$ cat src/rtl/mips_cpu_bus_arbiter.sv
// rtl/mips_cpu_bus_arbiter.sv - round-robin two-master arbiter for the shared CPU memory port
module mips_cpu_bus_arbiter #(
    parameter int ADDR_W = 32
) (
    input  logic              clk,
    input  logic              reset,

    input  logic              m0_read,
    input  logic              m0_write,
    input  logic [ADDR_W-1:0] m0_addr,
    input  logic [3:0]        m0_byteenable,
    input  logic [31:0]       m0_writedata,
    output logic              m0_waitrequest,
    output logic [31:0]       m0_readdata,
    output logic              m0_readdatavalid,

    input  logic              m1_read,
    input  logic              m1_write,
    input  logic [ADDR_W-1:0] m1_addr,
    input  logic [3:0]        m1_byteenable,
    input  logic [31:0]       m1_writedata,
    output logic              m1_waitrequest,
    output logic [31:0]       m1_readdata,
    output logic              m1_readdatavalid,

    output logic              s_read,
    output logic              s_write,
    output logic [ADDR_W-1:0] s_addr,
    output logic [3:0]        s_byteenable,
    output logic [31:0]       s_writedata,
    input  logic              s_waitrequest,
    input  logic [31:0]       s_readdata
);

    typedef enum logic [1:0] {IDLE, GNT0, GNT1} state_t;

    state_t state, state_nxt;
    logic   last_grant;
    logic   rd_pend;
    logic   rd_owner;
    logic   req0, req1;
    logic   accept;

    assign req0 = m0_read | m0_write;
    assign req1 = m1_read | m1_write;

    always_comb begin
        s_read       = 1'b0;
        s_write      = 1'b0;
        s_addr       = '0;
        s_byteenable = '0;
        s_writedata  = '0;
        state_nxt    = state;

        // A simultaneous read+write is forwarded as the write alone.
        case (state)
            GNT0: begin
                s_write      = m0_write;
                s_read       = m0_read & ~m0_write;
                s_addr       = m0_addr;
                s_byteenable = m0_byteenable;
                s_writedata  = m0_writedata;
            end
            GNT1: begin
                s_write      = m1_write;
                s_read       = m1_read & ~m1_write;
                s_addr       = m1_addr;
                s_byteenable = m1_byteenable;
                s_writedata  = m1_writedata;
            end
            default: ;
        endcase

        accept = (s_read | s_write) & ~s_waitrequest;

        case (state)
            IDLE: begin
                if (req0 && req1) state_nxt = last_grant ? GNT0 : GNT1;
                else if (req0)    state_nxt = GNT0;
                else if (req1)    state_nxt = GNT1;
            end
            GNT0:    if (!req0 || accept) state_nxt = IDLE;
            GNT1:    if (!req1 || accept) state_nxt = IDLE;
            default: state_nxt = IDLE;
        endcase

        m0_waitrequest   = req0 & ~((state == GNT0) & accept);
        m1_waitrequest   = req1 & ~((state == GNT1) & accept);

        m0_readdatavalid = rd_pend & ~rd_owner;
        m1_readdatavalid = rd_pend & rd_owner;
        m0_readdata      = m0_readdatavalid ? s_readdata : 32'h0;
        m1_readdata      = m1_readdatavalid ? s_readdata : 32'h0;
    end

    always_ff @(posedge clk or posedge reset) begin
        if (reset) begin
            state      <= IDLE;
            last_grant <= 1'b1;
            rd_pend    <= 1'b0;
            rd_owner   <= 1'b0;
        end else begin
            state   <= state_nxt;
            rd_pend <= 1'b0;
            // accept is only ever high in a grant state, so GNT1 identifies the owner.
            if (accept) begin
                last_grant <= (state == GNT1);
                if (s_read) begin
                    rd_pend  <= 1'b1;
                    rd_owner <= (state == GNT1);
                end
            end
        end
    end

endmodule

$ cat config.mk
export PLATFORM = sky130hd
export DESIGN_NAME = mips_cpu_bus_arbiter
export DESIGN_NICKNAME = d
export VERILOG_FILES = /design/src/rtl/mips_cpu_bus_arbiter.sv
export SDC_FILE = /design/constraint.sdc
export NUM_CORES = 1
export LEC_CHECK = 0
export CAP_MARGIN = 20
export CORE_AREA = 3 3 121 123
export DETAILED_ROUTE_END_ITERATION = 6
export DIE_AREA = 0 0 124 126
export HOLD_SLACK_MARGIN = 0.02
export PLACE_DENSITY = 0.62
export SLEW_MARGIN = 40
export SYNTH_ARGS = -nofsm -noshare
export SYNTH_HDL_FRONTEND = slang
export SYNTH_SLANG_ARGS = --single-unit
$ cat constraint.sdc
create_clock -name clk -period 1.7 [get_ports clk]
set_input_delay 0.255 -clock clk [delete_from_list [all_inputs] [get_ports clk]]
set_output_delay 0.255 -clock clk [all_outputs]
set_load 0.005 [all_outputs]
== Yosys cells after proc, flatten, opt, wreduce, memory -nomap -nowiden ==
Index checks and enable logic that the tools add are counted.

* Register bits: 5
* Bits of input ports: 175
* Output and inout bits: 138
* Logic and storage cells: 51

* Reductions and logical operators: 8
* Multiplexer cells: 16
* Bitwise gates (word level): 18
* Equality and inequality tests: 5

{| class="wikitable"
|+ Operator list
! operator !! count
|-
| $pmux W32 S2 || 2
|-
| $mux W32 || 2
|-
| $mux W2 || 6
|-
| $and A1 B1 Y1 || 9
|-
| $pmux W4 S2 || 1
|-
| $not A1 Y1 || 6
|-
| $pmux W2 S3 || 1
|-
| $ne A2 B2 Y1 const B || 2
|-
| $ne A4 B4 Y1 const B || 1
|-
| $pmux W1 S2 || 2
|-
| $or A1 B1 Y1 || 3
|-
| $reduce_and A3 Y1 || 1
|-
| $eq A2 B1 Y1 const B || 1
|-
| $eq A2 B2 Y1 const B || 1
|-
| $logic_not A1 Y1 || 2
|-
| $logic_not A2 Y1 || 1
|-
| $logic_or A1 B1 Y1 || 2
|-
| $mux W1 || 2
|-
| $reduce_and A2 Y1 || 1
|-
| $logic_and A1 B1 Y1 || 1
|}

== Logic depth before layout (Yosys ltp) ==
* Depth after elaboration: 8
* Mapped depth: 7

== Worst setup path before layout ==
Ideal clock, no wire load.

* Path type: register to register
* Start point: reg state[0]
* End point: reg rd_owner
* Setup slack: 204 ps
* Period minus slack after synthesis: 1,496 ps
* Arrival: 1,371 ps
* Cell stages (with the launch flop): 6
* Path through: dfrtp_1 inv_1 ha_1 and2b_4 and2_4 mux2_4

* Longest elaborated chain between the ends: 5
* Elaborated cells between the ends (all ways): 7

{| class="wikitable"
|+ Ends and longest elaborated chain
! what !! line !! source
|-
| start, declared || 37 || <nowiki>state_t state, state_nxt;</nowiki>
|-
| start signal, assigned || 103 || <nowiki>state <= state_nxt;</nowiki>
|-
| $eq A2 B2 Y1 / $eq A2 B1 Y1 (equally long branches) || 56, 110 ||
|-
| $pmux W1 S2 || 56 || <nowiki>case (state)</nowiki>
|-
| $or A1 B1 Y1 || 74 || <nowiki>accept = (s_read | s_write) & ~s_waitrequest;</nowiki>
|-
| $and A1 B1 Y1 || 74 ||
|-
| $reduce_and A2 Y1 (no source line) || -- ||
|-
| end signal, assigned || 110 || <nowiki>rd_owner <= (state == GNT1);</nowiki>
|-
| end, declared || 40 || <nowiki>logic rd_owner;</nowiki>
|}

Several ways; a longest one is shown, not always the timed one.
A chain may end at the register's enable or synchronous reset.

== Final worst setup path ==
* Start point: reg state[1]
* End point: out s_addr[10]

* Longest elaborated chain between the ends: 2
* Elaborated cells between the ends (all ways): 3

{| class="wikitable"
|+ Ends and longest elaborated chain
! what !! line !! source
|-
| $eq A2 B2 Y1 / $eq A2 B1 Y1 (equally long branches) || 56 ||
|-
| $pmux W32 S2 (*) || 56 ||
|-
| end, declared || 28 || <nowiki>output logic [ADDR_W-1:0] s_addr,</nowiki>
|}

Every way passes the cells marked *; elsewhere a longest branch is shown, timed or not.

==> summary.md <==
| Metric | Value |
|---|---|
| Outcome | `finished, violations left` |
| Failing checks | `setup timing` |
| Post-Place Cells | `about 750` |
| Area share of the largest cell type after synthesis | `between 20% and 30%` |
| Critical path startpoint category | `flop` |
| Post-synthesis sequential area ratio | `6.82%` |
| Dpl cell area | `~5300 sq um` |
| Seq pwr share | `around 2.6%` |
| Clk root buf | `clkbuf_16` |
| Worst setup path class | `reg2out` |
| CP Capture Type | `output port` |
| I/O Buffers | `312` |
| Final Hold Fails | `0` |
| Syn nets | `roughly 450` |
| Slew at the pin with the worst max-slew slack | `between 300 and 400 ps` |
| Layout cells sized above 1 | `approximately 54%` |
| # clock sinks | `5` |
| Initial Util | `a little over an eighth` |
| Area occupied by multi-input gates | `approximately 2100 sq um` |
| Hold Slack | `245 ps` |
| Compound-Gate Fraction of Synth Area | `31.7%` |
| Synthesis Warnings | `0` |
| Design Area, Final | `approximately 6700 sq um` |
| Routed Antenna Nets | `0` |
| Part of the power in the clock network | `around 4.8%` |
| Post-synthesis adder-cell area fraction | `under 10%` |
| Detailed placer's ending HPWL | `9960 um` |
| Final min period | `between 2000 and 2500 ps` |
| Clock latency on the worst-skew pair | `roughly 230 ps` |
| RSZ-0062 raised after global routing | `yes` |
| Synth Area in Simple Gates | `49.0%` |
| Seq cells post-synth | `5` |
| GRT overflow | `0` |
| # hold bufs at CTS | `0` |
| Number of flops mapped to enable cells by yosys | `0` |
| Leak | `around 3 nW` |
| Netlist cell types | `27` |
| CTS tree | `built` |
| Clock tree buffer depth | `2` |
| H-tree depth | `1` |
| P_sw | `3.08 mW` |
| Register area | `126 sq um` |
| Dominant cell type by area after synthesis | `a22oi_1` |
| All-Layer GR Usage | `between 15 and 20%` |
| Final WL | `about 16000 um` |
| Residual DRC count | `0` |
| Worst-path clk slew | `approximately 30 ps` |
| Final Max Tran Viols | `0` |
| Syn avg cell area | `6.84 sq um` |
| Max Fanout on Critical Path | `7` |
| Final Skew | `0.748 ps` |
| Hold Path Class | `in2async` |
| Relative slew slack | `77.8%` |
| Routed wire per std cell | `between 15 and 20 um` |
| Comb pwr share | `between 90 and 100%` |
| Fillers | `~1300` |
| Die Area | `15600 sq um` |
| Final setup vio count | `slightly above 90` |
| WP data arrival | `approximately 1800 ps` |
| Final Wtd Congestion | `~0.83` |
| Top post-synthesis cells by area | `a22oi_1 28%, nor2b_1 23%, and2_1 11%, and3_1 11%, dfrtp_1 5.4%` |
| Critical path required time | `between 1000 and 1500 ps` |
| Area grow syn2layout | `259%` |
| Fin crit share | `119%` |
| Largest net degree at the start of global routing | `40` |
| 1st-iter DRT viols | `90` |
| Max Freq | `between 0.4 and 0.5 GHz` |
| Post-layout nets | `approximately 840` |
| Max Cap Viol | `0` |
| Core Region | `13800 sq um` |
| Pint | `between 4 and 5 mW` |
| Die Y-Extent | `126 um` |
| Xor-xnor portion of the synthesized cell area | `0%` |
| Synth Cell Area | `around 1900 sq um` |
| Sw Ratio | `between 30% and 40%` |
| DR vias | `about 3800` |
| Vias in the first global route | `roughly 3600` |
| Cell count after synthesis | `271` |
| Top-level port count | `313` |
| Main combinational cell family by area after synthesis | `simple AND/OR/NAND/NOR gates` |
| TritonCTS Buffers | `3` |
| Vias per Instance | `approximately 4.6` |
| Synth async-reset ratio | `100%` |
| Most frequent cells after synthesis | `69 x a22oi_1, 69 x nor2b_1, 34 x and2_1` |
| Multiplexer share of the synthesized area | `roughly 1.6%` |
| Standard-cell rows | `43` |
| Finished Layout Cells | `841` |
| Final Util | `between 40 and 50%` |
| Global-route wire length before repair | `~20000 um` |
| PD cells | `between 1000 and 1500 nW/um^2` |
| Top_reg_cell synth | `dfrtp_1` |
| Die Wd | `between 100 and 150 um` |
| Number of detailed-route iterations in the first pass | `4` |
| Initial antenna violation count | `1` |
| Post-route setup slack | `-325 ps` |
| Peak VDD IR | `between 0.5 and 0.6 mV` |
[state kept, by name, summed over array words and instances, names as in the netlist]
name	count
last_grant	1
rd_owner	1
rd_pend	1
state	2
[area by class of cell]
| cell class | count | area share, % |
|---|---|---|
| multi-input combinational | 231 | 31.4 |
| antenna | 1 | 0.0376 |
| tap | 180 | 3.38 |
| timing repair buffer | 417 | 61.9 |
| clock buffer | 4 | 1.18 |
| inverter | 3 | 0.169 |
| sequential | 5 | 1.90 |
[logic make-up (layout without fill, tap and decap cells)]
group / Yosys count / after routing
AND/OR/NAND/NOR: 145 / 145
AO/OA/AOI/OAI: 81 / 81
buffers and inverters: 35 / 424
flip-flops: 5 / 5
adder cells (fa/ha/maj): 3 / 3
multiplexers: 2 / 2
other: 0 / 1
[cells in the final DEF, fill, tap and decap left out, drive strengths merged]
| cell type | instances |
|---|---|
| nor2b | 70 |
| clkdlybuf4s50 | 174 |
| dlymetal6s2s | 1 |
| o221ai | 1 |
| dfrtp | 4 |
| o21ai | 4 |
| dfstp | 1 |
| and2 | 35 |
| a21oi | 5 |
| nand2 | 3 |
| inv | 3 |
| clkbuf | 46 |
| mux2 | 2 |
| nor2 | 2 |
| and3 | 32 |
| diode | 1 |
| a22oi | 69 |
| buf | 194 |
| clkdlybuf4s15 | 2 |
| ha | 3 |
| nand3b | 2 |
| dlygate4sd2 | 4 |
| o22ai | 2 |
| and2b | 1 |
[stage by stage]
stage | TNS, ps | setup slack, ps | power, mW
2_1_floorplan | 0 | 204 | 2.22
4_1_cts | -23090 | -488 | 5.74
6_report | -15260 | -325 | 7.96
5_1_grt | -20380 | -362 | 8.39
3_5_place_dp | -23760 | -387 | 4.45
3_3_place_gp | -20870 | -356 | 4.38
[path summary, 6_finish.rpt]
path / cells after the start / start / endpoint / slack [ps]
max in group asynchronous: 2 / reset / last_grant / 1210
setup / recovery: 9 / state[1] / s_addr[10] / -330
hold / removal: 2 / reset / state[0] / 250
min in group clk: 1 / last_grant / last_grant / 620
setup reg to reg: 9 / state[0] / rd_owner / -130
hold reg to reg: 1 / last_grant / last_grant / 620
[repair_timing]
item,CTS,global route
pin swaps,6,39
gates resized for setup,344,362
setup endpoints to repair,139,139
buffers inserted,26,41
cloned,8,15
[critical path: stages (launching register included)]
cell     delay, ps
dfrtp_1        390
buf_6          130
ha_4           170
buf_12         130
buf_12         130
buf_8          120
buf_6          110
a22oi_2        170
nor2b_1         60
buf_2          120
[per-layer routing]
metal  GRT usage [%]  vias to the layer above  part of all wire (%)  routed length [um]
met5               0                        -                     0                   0
met2            30.6                      224                    53                8630
met1            16.7                     1822                    35                5800
met3            5.25                       20                    10                1670
met4            3.80                        0                   1.8                 288
li1                -                     1767                     -                   -
[power groups by stage]
stage / combinational (mW) / sequential [mW] / clock (mW)
floorplan: 2.02 / 0.198 / 0
global placement: 4.19 / 0.192 / 0
finish: 7.37 / 0.203 / 0.385
CTS: 5.16 / 0.199 / 0.387
global route: 7.78 / 0.207 / 0.402
detailed placement: 4.26 / 0.194 / 0
Note: power is estimated with default switching activity, not from simulation.
